## src/rtl/io_pkg.sv

```systemverilog
// Shared types and address-field constants for the I/O device decoder.
// The optional timeout logic is controlled by the IO_TIMEOUT_EN macro in io_dev_decoder.
package io_pkg;

  typedef enum logic [1:0] {
    IDLE,
    REQ,
    ACK
  } io_dec_state_t;

  localparam int unsigned IO_SLOT_LSB = 16;
  localparam int unsigned IO_SLOT_W   = 4;

endpackage

```

## src/rtl/io_timeout_ctr.sv

```systemverilog
// Saturating 16-bit REQ-cycle counter; done flags the cycle on which the device wait expires.
// Instantiated by io_dev_decoder only when IO_TIMEOUT_EN is defined.
module io_timeout_ctr #(
  parameter int unsigned TO_CYCLES = 255
) (
  input  logic clk_i,
  input  logic rst_ni,
  input  logic clr,
  input  logic en,
  output logic done
);

  localparam logic [15:0] FireCnt = 16'(TO_CYCLES - 1);

  logic [15:0] r_cnt;

  always_ff @(posedge clk_i) begin
    if (!rst_ni) begin
      r_cnt <= '0;
    end else if (clr) begin
      r_cnt <= '0;
    end else if (en && (r_cnt != 16'hFFFF)) begin
      r_cnt <= r_cnt + 16'd1;
    end
  end

  assign done = en && (r_cnt == FireCnt);

endmodule

```

## src/rtl/io_dev_decoder.sv

```systemverilog
// Decodes the bridge address into one-hot device selects, re-registers the request and
// returns one muxed ack/data. Define IO_TIMEOUT_EN to build the REQ timeout counter.
module io_dev_decoder
  import io_pkg::*;
#(
  parameter int unsigned NDEV      = 8,
  parameter int unsigned TO_CYCLES = 255,
  parameter logic [31:0] ERR_DAT   = 32'h0
) (
  input  logic               clk_i,
  input  logic               rst_ni,
  input  logic               s_cyc_i,
  input  logic               s_stb_i,
  input  logic               s_we_i,
  input  logic [3:0]         s_sel_i,
  input  logic [31:0]        s_adr_i,
  input  logic [31:0]        s_dat_i,
  output logic               s_ack_o,
  output logic               s_err_o,
  output logic               s_stall_o,
  output logic [31:0]        s_dat_o,
  output logic [NDEV-1:0]    dev_cs_o,
  output logic               dev_cyc_o,
  output logic               dev_stb_o,
  output logic               dev_we_o,
  output logic [3:0]         dev_sel_o,
  output logic [31:0]        dev_adr_o,
  output logic [31:0]        dev_dat_o,
  input  logic [NDEV-1:0]    dev_ack_i,
  input  logic [NDEV*32-1:0] dev_dat_i
);

  localparam int unsigned          IdxW    = (NDEV > 1) ? $clog2(NDEV) : 1;
  localparam logic [IO_SLOT_W:0]   NdevLim = (IO_SLOT_W + 1)'(NDEV);

  io_dec_state_t r_state, w_state_d;

  logic [IO_SLOT_W-1:0] r_slot, w_slot_d;
  logic                 r_ack, w_ack_d;
  logic                 r_err, w_err_d;
  logic                 r_stall, w_stall_d;
  logic [31:0]          r_dat, w_dat_d;
  logic [NDEV-1:0]      r_cs, w_cs_d;
  logic                 r_dev_cyc, w_dev_cyc_d;
  logic                 r_dev_stb, w_dev_stb_d;
  logic                 r_dev_we, w_dev_we_d;
  logic [3:0]           r_dev_sel, w_dev_sel_d;
  logic [31:0]          r_dev_adr, w_dev_adr_d;
  logic [31:0]          r_dev_dat, w_dev_dat_d;

  logic                 w_accept;
  logic [IO_SLOT_W-1:0] w_adr_slot;
  logic                 w_mapped;
  logic [IdxW-1:0]      w_idx;
  logic                 w_sel_ack;
  logic [31:0]          w_sel_dat;
  logic                 w_dev_clr;
  logic                 w_to_done;

  // A still-high ack from an aborted cycle must not be mistaken for the next one's ack.
  assign w_accept   = s_cyc_i & s_stb_i & ~|dev_ack_i;
  assign w_adr_slot = s_adr_i[IO_SLOT_LSB +: IO_SLOT_W];
  assign w_mapped   = ({1'b0, w_adr_slot} < NdevLim);
  assign w_idx      = r_slot[IdxW-1:0];
  assign w_sel_ack  = dev_ack_i[w_idx];
  assign w_sel_dat  = dev_dat_i[{w_idx, 5'd0} +: 32];

`ifdef IO_TIMEOUT_EN
  logic w_to_clr;
  logic w_to_en;

  assign w_to_clr = (r_state == IDLE) && (w_state_d == REQ);
  assign w_to_en  = (r_state == REQ);

  io_timeout_ctr #(
    .TO_CYCLES (TO_CYCLES)
  ) u_timeout_ctr (
    .clk_i  (clk_i),
    .rst_ni (rst_ni),
    .clr    (w_to_clr),
    .en     (w_to_en),
    .done   (w_to_done)
  );
`else
  assign w_to_done = 1'b0;
`endif

  always_comb begin
    w_state_d   = r_state;
    w_slot_d    = r_slot;
    w_ack_d     = r_ack;
    w_err_d     = r_err;
    w_dat_d     = r_dat;
    w_cs_d      = r_cs;
    w_dev_cyc_d = r_dev_cyc;
    w_dev_stb_d = r_dev_stb;
    w_dev_we_d  = r_dev_we;
    w_dev_sel_d = r_dev_sel;
    w_dev_adr_d = r_dev_adr;
    w_dev_dat_d = r_dev_dat;
    w_dev_clr   = 1'b0;

    unique case (r_state)
      IDLE: begin
        if (w_accept) begin
          w_slot_d = w_adr_slot;
          if (w_mapped) begin
            w_cs_d                    = '0;
            w_cs_d[w_adr_slot[IdxW-1:0]] = 1'b1;
            w_dev_cyc_d               = 1'b1;
            w_dev_stb_d               = 1'b1;
            w_dev_we_d                = s_we_i;
            w_dev_sel_d               = s_sel_i;
            w_dev_adr_d               = s_adr_i;
            w_dev_dat_d               = s_dat_i;
            w_state_d                 = REQ;
          end else begin
            w_ack_d   = 1'b1;
            w_err_d   = 1'b1;
            w_dat_d   = ERR_DAT;
            w_state_d = ACK;
          end
        end
      end
      REQ: begin
        if (w_sel_ack) begin
          w_dat_d   = w_sel_dat;
          w_ack_d   = 1'b1;
          w_err_d   = 1'b0;
          w_dev_clr = 1'b1;
          w_state_d = ACK;
        end else if (!s_cyc_i) begin
          w_dat_d   = '0;
          w_dev_clr = 1'b1;
          w_state_d = IDLE;
        end else if (w_to_done) begin
          w_ack_d   = 1'b1;
          w_err_d   = 1'b1;
          w_dat_d   = ERR_DAT;
          w_dev_clr = 1'b1;
          w_state_d = ACK;
        end
      end
      ACK: begin
        if (!s_stb_i) begin
          w_ack_d   = 1'b0;
          w_err_d   = 1'b0;
          w_dat_d   = '0;
          w_state_d = IDLE;
        end
      end
      default: begin
        w_state_d = IDLE;
      end
    endcase

    if (w_dev_clr) begin
      w_cs_d      = '0;
      w_dev_cyc_d = 1'b0;
      w_dev_stb_d = 1'b0;
      w_dev_we_d  = 1'b0;
      w_dev_sel_d = '0;
      w_dev_adr_d = '0;
      w_dev_dat_d = '0;
    end

    w_stall_d = (w_state_d != IDLE);
  end

  always_ff @(posedge clk_i) begin
    if (!rst_ni) begin
      r_state   <= IDLE;
      r_slot    <= '0;
      r_ack     <= 1'b0;
      r_err     <= 1'b0;
      r_stall   <= 1'b0;
      r_dat     <= '0;
      r_cs      <= '0;
      r_dev_cyc <= 1'b0;
      r_dev_stb <= 1'b0;
      r_dev_we  <= 1'b0;
      r_dev_sel <= '0;
      r_dev_adr <= '0;
      r_dev_dat <= '0;
    end else begin
      r_state   <= w_state_d;
      r_slot    <= w_slot_d;
      r_ack     <= w_ack_d;
      r_err     <= w_err_d;
      r_stall   <= w_stall_d;
      r_dat     <= w_dat_d;
      r_cs      <= w_cs_d;
      r_dev_cyc <= w_dev_cyc_d;
      r_dev_stb <= w_dev_stb_d;
      r_dev_we  <= w_dev_we_d;
      r_dev_sel <= w_dev_sel_d;
      r_dev_adr <= w_dev_adr_d;
      r_dev_dat <= w_dev_dat_d;
    end
  end

  assign s_ack_o   = r_ack;
  assign s_err_o   = r_err;
  assign s_stall_o = r_stall;
  assign s_dat_o   = r_dat;
  assign dev_cs_o  = r_cs;
  assign dev_cyc_o = r_dev_cyc;
  assign dev_stb_o = r_dev_stb;
  assign dev_we_o  = r_dev_we;
  assign dev_sel_o = r_dev_sel;
  assign dev_adr_o = r_dev_adr;
  assign dev_dat_o = r_dev_dat;

endmodule

```

## config.mk

```make
export PLATFORM = sky130hd
export DESIGN_NAME = io_dev_decoder
export DESIGN_NICKNAME = d
export VERILOG_FILES = /design/src/rtl/io_pkg.sv /design/src/rtl/io_timeout_ctr.sv /design/src/rtl/io_dev_decoder.sv
export SDC_FILE = /design/constraint.sdc
export NUM_CORES = 1
export LEC_CHECK = 0
export ABC_AREA = 1
export BUFFER_PORTS_ARGS = -buffer_cell sky130_fd_sc_hd__buf_4
export CAP_MARGIN = 20
export CORE_AREA = 2 2 177 179
export DETAILED_ROUTE_END_ITERATION = 8
export DIE_AREA = 0 0 179 181
export PLACE_DENSITY = 0.46
export SYNTH_ARGS = -nofsm -noshare
export SYNTH_HDL_FRONTEND = slang
export SYNTH_HIERARCHICAL = 1
export SYNTH_SLANG_ARGS = --single-unit
```

## constraint.sdc

```tcl
create_clock -name clk_i -period 1.4 [get_ports clk_i]
set_input_delay 0.14 -clock clk_i [delete_from_list [all_inputs] [get_ports clk_i]]
set_output_delay 0.14 -clock clk_i [all_outputs]
set_load 0.01 [all_outputs]
```

==> results.yml, run 1 <==
status:
  status: "finished, violations left"
  violations: "negative setup slack"
place:
  dp_hpwl_um: 27550
  io_buffer_count: 450
  placed_cell_area_um2: 11190
  routabilityCongestion: 0.8851
logic_synthesis:
  synth_top_family_by_area: "simple AND/OR/NAND/NOR gates"
  synth_mux_area_share_pct: 0
  async_flop_share_pct: 0
  synth-xor-area-share_pct: 0
  synth_edf_count: 0
  ys_seq_area_share_pct: 34.28
  syn_inst: 1108
  syn-num-nets: 1449
  avgSynthCellArea_um2: 6.220
  yosys.area.top_type: "dfxtp_1"
  synth_fa_ha_area_share_pct: 0.7262
  synth.distinct_cells: 30
  synth.top_cells.by_area: "dfxtp_1, nand2_1, nor2_1"
  yosys.cell_count.top_type: "nand2_1"
  synth_ff_type: "dfxtp_1"
  synth_top_area_share_pct: 34.28
  synthTopCellsByCount: "nand2_1, nor2_1, o21ai_0"
  yosysWarnings: 6
  synth_seq_cells: 118
  synth_compound_area_share_pct: 25.11
  synthesis.area_um2: 6892
  synthSimpleGateAreaFrac_pct: 29.99
detailed_routing:
  antenna_left: 0
  drt_pass1_iterations: 5
  vias: 9537
  wirelength_um: 37860
  drtIter0Drc: 530
  vias_per_cell: 4.618
  drc: 0
  wl_per_cell_um: 18.34
global_routing:
  grt_max_degree: 43
  grt_pass1_wl_um: 53990
  antenna_found_initial: 1
  first_global_vias: 9476
  grtUsageTotal_pct: 21.78
  grt_overflow: 0
worst_hold_path:
  worstHoldPathType: "in -> reg"
sta:
  setup_viol: 115
  clock_skew_ps: 18.74
  maxSlewViolCount: 0
  fmax_mhz: 615.0
  rsz0062_at_grt: "yes"
  setup_ws_ps: -225.9
  slew_headroom_pct: 77.79
  hold_viol_final: 0
  fin_crit_sh_pct: 116.1
  final.min_clock_period_ps: 1626
  tightest_slew_ps: 332.3
critical_path:
  required_ps: 1700
  crit_type: "reg -> reg"
  cp_data_arrival_time_ps: 1920
  cp-start-kind: "flip-flop"
  setup.worst_path.end_class: "flip-flop"
  worstPathMaxFanout: 6
clock_tree:
  clockRootBuffer: "clkbuf_16"
  htree_levels: 4
  clockBufferDepth: 2
  cts.sinks: 118
  cts_buffers: 17
  path_clk_slew_ps: 60
  clk_latency_ps: 420
  cts_tree: "yes"
die:
  fp.dieH_um: 181
  dieArea_um2: 32400
  ios: 451
  rows: 64
  core_um2: 30350
  initial_utilization_pct: 22.71
  die_w_um: 179
pwr:
  ir_worst_vdd_mv: 0.6464
  p_leak_nw: 6.219
  power_density_nw_per_um2: 667.0
layout:
  fin_util_pct: 44.67
  fin_nets: 1998
  diodes: 0
  drive_gt1_share_pct: 42.06
  stdcell_area_um2: 13560
  area_growth_pct: 96.70
flow_run:
  max-cap-violations: 0
timing repair:
action	CTS	global route
hold buffers	64	0
hold endpoints to repair	64	0
endpoints found under the setup margin	115	118
gates resized for setup	70	99
cloned	3	13
setup buffers	5	6
pin swaps	13	56
metrics by stage:
step                setup WS (ps)  power [W]  std cells  TNS, ps  hold slack [ps]
floorplan                  -22.45   0.003657       1108    -1098            286.4
global route               -315.9   0.009417       2065   -30440            15.24
finish                     -225.9   0.009041       2065   -18610            26.86
global placement           -410.4   0.004493       1946   -39280            405.4
detailed placement         -444.8   0.004498       1946   -41040            408.8
CTS                        -205.0   0.009157       2049   -18480            5.160
where the power goes:
part / switching (W) / internal, W / total [W]
sequential: 0.00000342 / 0.00336 / 0.00336
clock: 0.00165 / 0.00275 / 0.00440
combinational: 0.000435 / 0.000845 / 0.00128
total: 0.00208 / 0.00696 / 0.00904
cell families after synthesis:
group	count (synthesis)
fa+ha+maj	4
buf+inv	144
compound gates	313
flops	118
simple gates	529
per-layer routing:
| layer | track usage [%] | vias to the layer above | wire length (um) |
|---|---|---|---|
| met2 | 37.58 | 279 | 18490 |
| met3 | 4.798 | 60 | 2095 |
| met4 | 8.228 | 2 | 1196 |
| li1 | - | 4725 | - |
| met1 | 26.13 | 4471 | 16070 |
| met5 | 0 | - | 12 |
registers in the layout, summed over array words and instances, names as in the netlist:
signal,cells
dev_adr_o,32
s_ack_o,1
dev_cs_o,8
r_state,2
dev_we_o,1
dev_sel_o,4
s_err_o,1
dev_stb_o,1
s_stall_o,1
s_dat_o,32
r_slot,3
dev_dat_o,32
worst paths after layout:
| kind | endpoint | slack [ps] | depth (start not counted) | from |
|---|---|---|---|---|
| worst min-delay path | s_err_o | 30 | 3 | rst_ni |
| worst max-delay path | s_dat_o[4] | -230 | 10 | r_slot[1] |
| worst min register to register | dev_dat_o[17] | 460 | 2 | dev_dat_o[17] |
| worst max register to register | s_dat_o[4] | -230 | 10 | r_slot[1] |
layout by cell type (no fill, tap or decap), drive strengths merged:
master and count:
ha 4, o31ai 2, clkinv 3, a21oi 110, nor3 1, or2 2, dlygate4sd3 64, o22ai 64
buf 543, bufbuf 1, clkbuf 30, nand3b 2, and2 1, clkinvlp 5, dfxtp 118, o21ai 137
nor2 207, nand4 2, bufinv 2, inv 56, nand2 302, nand3 13
critical path, stage by stage (launching register included):
cell and delay (ps):
dfxtp_4 370, buf_6 130, nor2_2 100, nand2_2 70, nand3_4 110, nand2_4 70
nand2_4 100, nand3_4 170, clkbuf_16 220, nor2_1 90, nor2_1 50
cell type report:
| cell class | count | area, um^2 |
|---|---|---|
| inverters | 55 | 217.7 |
| fillers | 3125 | 16790 |
| repair buffers | 618 | 5510 |
| well taps | 396 | 495.5 |
| clock buffers | 20 | 466.7 |
| flip-flops and latches | 118 | 2371 |
| clock inverters | 11 | 122.6 |
| multi-input cells | 847 | 4372 |
Note: power is estimated with default switching activity, not from simulation.
==> run 2: changes to the inputs <==
- RECOVER_POWER: default -> 50
==> run 2 against run 1 <==
Against the previous run: the run still ends with negative setup slack left; register-to-register slack about the same; hold slack about the same; combinational power about the same; final cell count unchanged; highest routed layer unchanged.
==> results.yml, run 2 (synthesized netlist as in run 1, its figures left out) <==
layout:
  area_growth_pct: 96.59
  fin_nets: 1998
  final_common_cell: "buf_4"
  fillerInstances: 3129
  diodes: 0
  stdcell_area_um2: 13550
  fin_util_pct: 44.64
  drive_gt1_share_pct: 41.94
  layout_common_cells: "buf_4, nand2_1, nor2_1"
sta:
  clock_skew_ps: 18.74
  setup_ws_ps: -225.8
  fin_setup_tns_ps: -18620
  fmax_mhz: 615.1
  slew_headroom_pct: 77.79
  fin_crit_sh_pct: 116.1
  setup_viol: 115
  final.min_clock_period_ps: 1626
  tightest_slew_ps: 332.3
  maxSlewViolCount: 0
  hold_viol_final: 0
  rsz0062_at_grt: "yes"
pwr:
  finalPower_w: 0.009041
  power_density_nw_per_um2: 667.3
  power_frac_clock_pct: 48.6
  ir_worst_vdd_mv: 0.6464
  comb_power_share_pct: 14.2
  p_leak_nw: 6.211
  switchingPower_w: 0.002084
  p_sw_share_pct: 23.05
  internal_power_w: 0.006957
  pwr-share-seq_pct: 37.2
detailed_routing:
  wl_per_cell_um: 18.33
  drc: 0
  antenna_left: 0
  drtIter0Drc: 493
  vias_per_cell: 4.616
  vias: 9532
  drt_pass1_iterations: 5
  wirelength_um: 37860
die:
  core_um2: 30350
  rows: 64
  dieArea_um2: 32400
  fp.dieH_um: 181
  initial_utilization_pct: 22.71
  die_w_um: 179
  ios: 451
status:
  status: "finished, violations left"
  violations: "negative setup slack"
clock_tree:
  cts_buffers: 17
  htree_levels: 4
  cts_tree: "yes"
  clockBufferDepth: 2
  clk_latency_ps: 420
  cts.sinks: 118
  path_clk_slew_ps: 60
  clockRootBuffer: "clkbuf_16"
place:
  placed_cell_area_um2: 11190
  dp_hpwl_um: 27550
  io_buffer_count: 450
  dp_slack_ps: -444.8
  routabilityCongestion: 0.8851
critical_path:
  crit_type: "reg -> reg"
  crit_end: "s_dat_o[4]"
  cp_cell_sequence: "buf_6 -> nor2_2 -> nand2_2 -> nand3_4 -> nand2_4 -> nand2_4 -> nand3_4 -> clkbuf_16 -> nor2_1 -> nor2_1"
  ff2ff_path_depth: 10
  slowest_stage: "dfxtp_4"
  rrSetupSlack_ps: -230
  worstPathMaxFanout: 6
  startpoint: "r_slot[1]"
  cp-start-kind: "flip-flop"
  reg2reg_from: "r_slot[1]"
  r2r_end: "s_dat_o[4]"
  setup.worst_path.end_class: "flip-flop"
  required_ps: 1700
  max_stage_delay_ps: 370
  cp_data_arrival_time_ps: 1920
worst_hold_path:
  holdCritStartpoint: "rst_ni"
  worstHoldPathType: "in -> reg"
global_routing:
  antenna_found_initial: 1
  grt_overflow: 0
  grtUsageTotal_pct: 21.78
  grt_max_degree: 43
  grt_pass1_wl_um: 53990
  first_global_vias: 9476
flow_run:
  max-cap-violations: 0
## run 2: changes by cell type in the layout (fill, tap and decap cells not counted)
cell      delta
buf_4        -2
clkbuf_1     +2
## run 2: cell type report
type	instances	area, um^2	share of cell area [%]
clock buffers	20	466.7	3.445
clock inverters	11	122.6	0.9051
inverters	55	217.7	1.607
multi-input cells	847	4372	32.27
flip-flops and latches	118	2371	17.50
well taps	396	495.5	3.657
repair buffers	618	5503	40.62
## run 2: metal layers
| metal | vias up | GRT usage, % | routed length (um) |
|---|---|---|---|
| met4 | 2 | 8.228 | 1196 |
| met3 | 60 | 4.798 | 2106 |
| met1 | 4466 | 26.13 | 16040 |
| met2 | 280 | 37.58 | 18500 |
| li1 | 4724 | - | - |
| met5 | - | 0 | 12 |
## run 2: power by group through the flow
stage	sequential, W	clock [W]	combinational (W)
2_1_floorplan	0.00344	0	0.000215
5_1_grt	0.00336	0.00469	0.00137
3_5_place_dp	0.00344	0	0.00106
4_1_cts	0.00336	0.00455	0.00124
6_report	0.00336	0.00440	0.00128
3_3_place_gp	0.00344	0	0.00105
## run 2: through the flow
stage | hold WS [ps] | cells
global route | 15.24 | 2065
detailed placement | 408.8 | 1946
global placement | 405.4 | 1946
floorplan | 286.4 | 1108
finish | 26.86 | 2065
CTS | 5.160 | 2049
## run 2: how the worst min path moves through the flow
stage	to	slack [ps]	depth (start not counted)
after global routing	dev_adr_o[28]	20	3
after global placement	dev_dat_o[9]	410	3
after floorplan	dev_adr_o[22]	290	2
after detailed placement	dev_sel_o[2]	410	3
after CTS	dev_adr_o[28]	5	3
final	s_err_o	30	3
## run 2: repair_timing
| action | 4_1_cts | 5_1_grt |
|---|---|---|
| endpoints found under the hold margin | 64 | 0 |
| hold buffers | 64 | 0 |
| cloned | 3 | 13 |
| setup buffers | 5 | 6 |
| setup endpoints to repair | 115 | 118 |
| gates resized for setup | 70 | 99 |
| pin swaps | 13 | 56 |
## run 2: worst max-delay path: cells and delay by family, from the launching register on
| family | cells | cell delay (ps) |
|---|---|---|
| AND/OR/NAND/NOR | 8 | 760 |
| flip-flops | 1 | 370 |
| buffers and inverters | 2 | 350 |
==> run 3: changes to the inputs <==
- PLACE_DENSITY: 0.46 -> 0.52
==> run 3 against run 2 <==
Against the previous run: the run still ends with negative setup slack left; global-route usage down 1.1 points; non-clock buffer count increased by 7; final cell count increased by 0.39%; sequential share of layout area grew 0.81 points; fmax down 8.3%; first-iteration DRC count up 3.9%; routed wire length fell by 4.9%; combinational power hardly changed; clock skew shrank 6.0 ps; total power increased by 6.1%; via count fell by 0.41%; sequential power about the same; critical path type unchanged.
==> results.yml, run 3 (synthesized netlist as in run 1, its figures left out) <==
sta:
  slew_headroom_pct: 71.88
  setup_viol: 115
  fin_crit_sh_pct: 126.6
  clock_skew_ps: 12.79
  tightest_slew_ps: 421.8
  setup_ws_ps: -372.9
  fmax_mhz: 564.1
  fin_setup_tns_ps: -36030
  hold_viol_final: 0
  final.min_clock_period_ps: 1773
  maxSlewViolCount: 0
  rsz0062_at_grt: "yes"
clock_tree:
  path_clk_slew_ps: 60
  cts.sinks: 118
  htree_levels: 4
  cts_tree: "yes"
  cts_buffers: 17
  clockRootBuffer: "clkbuf_16"
  clockBufferDepth: 2
  clk_latency_ps: 410
die:
  rows: 64
  dieArea_um2: 32400
  fp.dieH_um: 181
  ios: 451
  core_um2: 30350
  die_w_um: 179
  initial_utilization_pct: 22.71
global_routing:
  grtUsageTotal_pct: 20.66
  antenna_found_initial: 0
  grt_pass1_wl_um: 51450
  grt_use_met3_pct: 4.356
  grt_util_met1_pct: 25.44
  grt_max_degree: 45
  grt.busiest_layer: "met2"
  grt_overflow: 0
  met2_usage_pct: 35.15
  first_global_vias: 9230
layout:
  stdcell_area_um2: 12930
  fillerInstances: 3225
  drive_gt1_share_pct: 37.98
  fin_nets: 2005
  fin_util_pct: 42.62
  final_common_cell: "buf_4"
  diodes: 0
  area_growth_pct: 87.67
  fin_cells: 2073
  layout_common_cells: "buf_4, nand2_1, nor2_1"
detailed_routing:
  vias_per_cell: 4.579
  vias: 9493
  drc: 0
  antenna_left: 0
  drtIter0Drc: 512
  wirelength_um: 36020
  drt_pass1_iterations: 5
  wl_per_cell_um: 17.37
place:
  dp_cells: 1961
  routabilityCongestion: 0.9233
  io_buffer_count: 450
  dp_hpwl_um: 26200
  placed_cell_area_um2: 11230
critical_path:
  setup.worst_path.end_class: "flip-flop"
  cp_data_arrival_time_ps: 2080
  crit_type: "reg -> reg"
  rrSetupSlack_ps: -370
  worstPathMaxFanout: 6
  cp-start-kind: "flip-flop"
  required_ps: 1700
worst_hold_path:
  worstHoldPathType: "in -> reg"
pwr:
  finalPower_w: 0.009591
  ir_worst_vdd_mv: 0.6473
  power_density_nw_per_um2: 741.6
  p_leak_nw: 5.945
status:
  status: "finished, violations left"
  violations: "negative setup slack"
flow_run:
  max-cap-violations: 0
run 3: cell type report:
class	instances	area (um^2)	area share, %
timing repair buffer	625	5069	39.19
multi-input combinational	847	4128	31.91
sequential	118	2369	18.31
tap	396	495.5	3.831
clock buffer	18	439.2	3.396
clock inverter	14	222.7	1.722
inverter	55	211.5	1.635
run 3: timing repair:
action,CTS,global route
cloned,3,9
pin swaps,2,17
setup endpoints to repair,115,116
setup buffers,1,4
hold endpoints to repair,63,0
resized for setup,11,73
hold buffers,63,0
run 3: metal layers:
metal	up-vias	routed length, um
met5	-	0
met4	0	1043
met3	55	2056
met2	291	17570
met1	4412	15350
li1	4735	-
run 3: worst paths after layout:
| check | from | endpoint | cells after the start |
|---|---|---|---|
| max | r_slot[0] | s_dat_o[4] | 13 |
| min reg2reg | dev_adr_o[19] | dev_adr_o[19] | 2 |
| max reg2reg | r_slot[0] | s_dat_o[4] | 13 |
| min | s_adr_i[18] | dev_adr_o[18] | 3 |
run 3: worst max-delay path, stage by stage, from the launching register on:
cell	delay [ps]
dfxtp_4	390
buf_6	140
nor2_2	90
nor2_1	50
nand2_1	130
nand3_2	130
nand2_4	110
nand2_4	60
nand3_4	90
buf_12	160
clkbuf_16	170
nand2_1	50
nand2_1	50
nor2_1	40
run 3: through the flow:
| stage | setup slack [ps] | hold WS, ps |
|---|---|---|
| after floorplan | -22.45 | 286.4 |
| final | -372.9 | 31.35 |
| after global routing | -464.5 | 25.62 |
| after detailed placement | -411.4 | 407.5 |
| after global placement | -407.6 | 404.2 |
| after CTS | -338.8 | 9.645 |
run 3: power breakdown:
group          switching, W  total, W  internal [W]
sequential       0.00000330   0.00336       0.00336
combinational      0.000425   0.00128      0.000857
clock               0.00172   0.00494       0.00323
total               0.00214   0.00959       0.00745
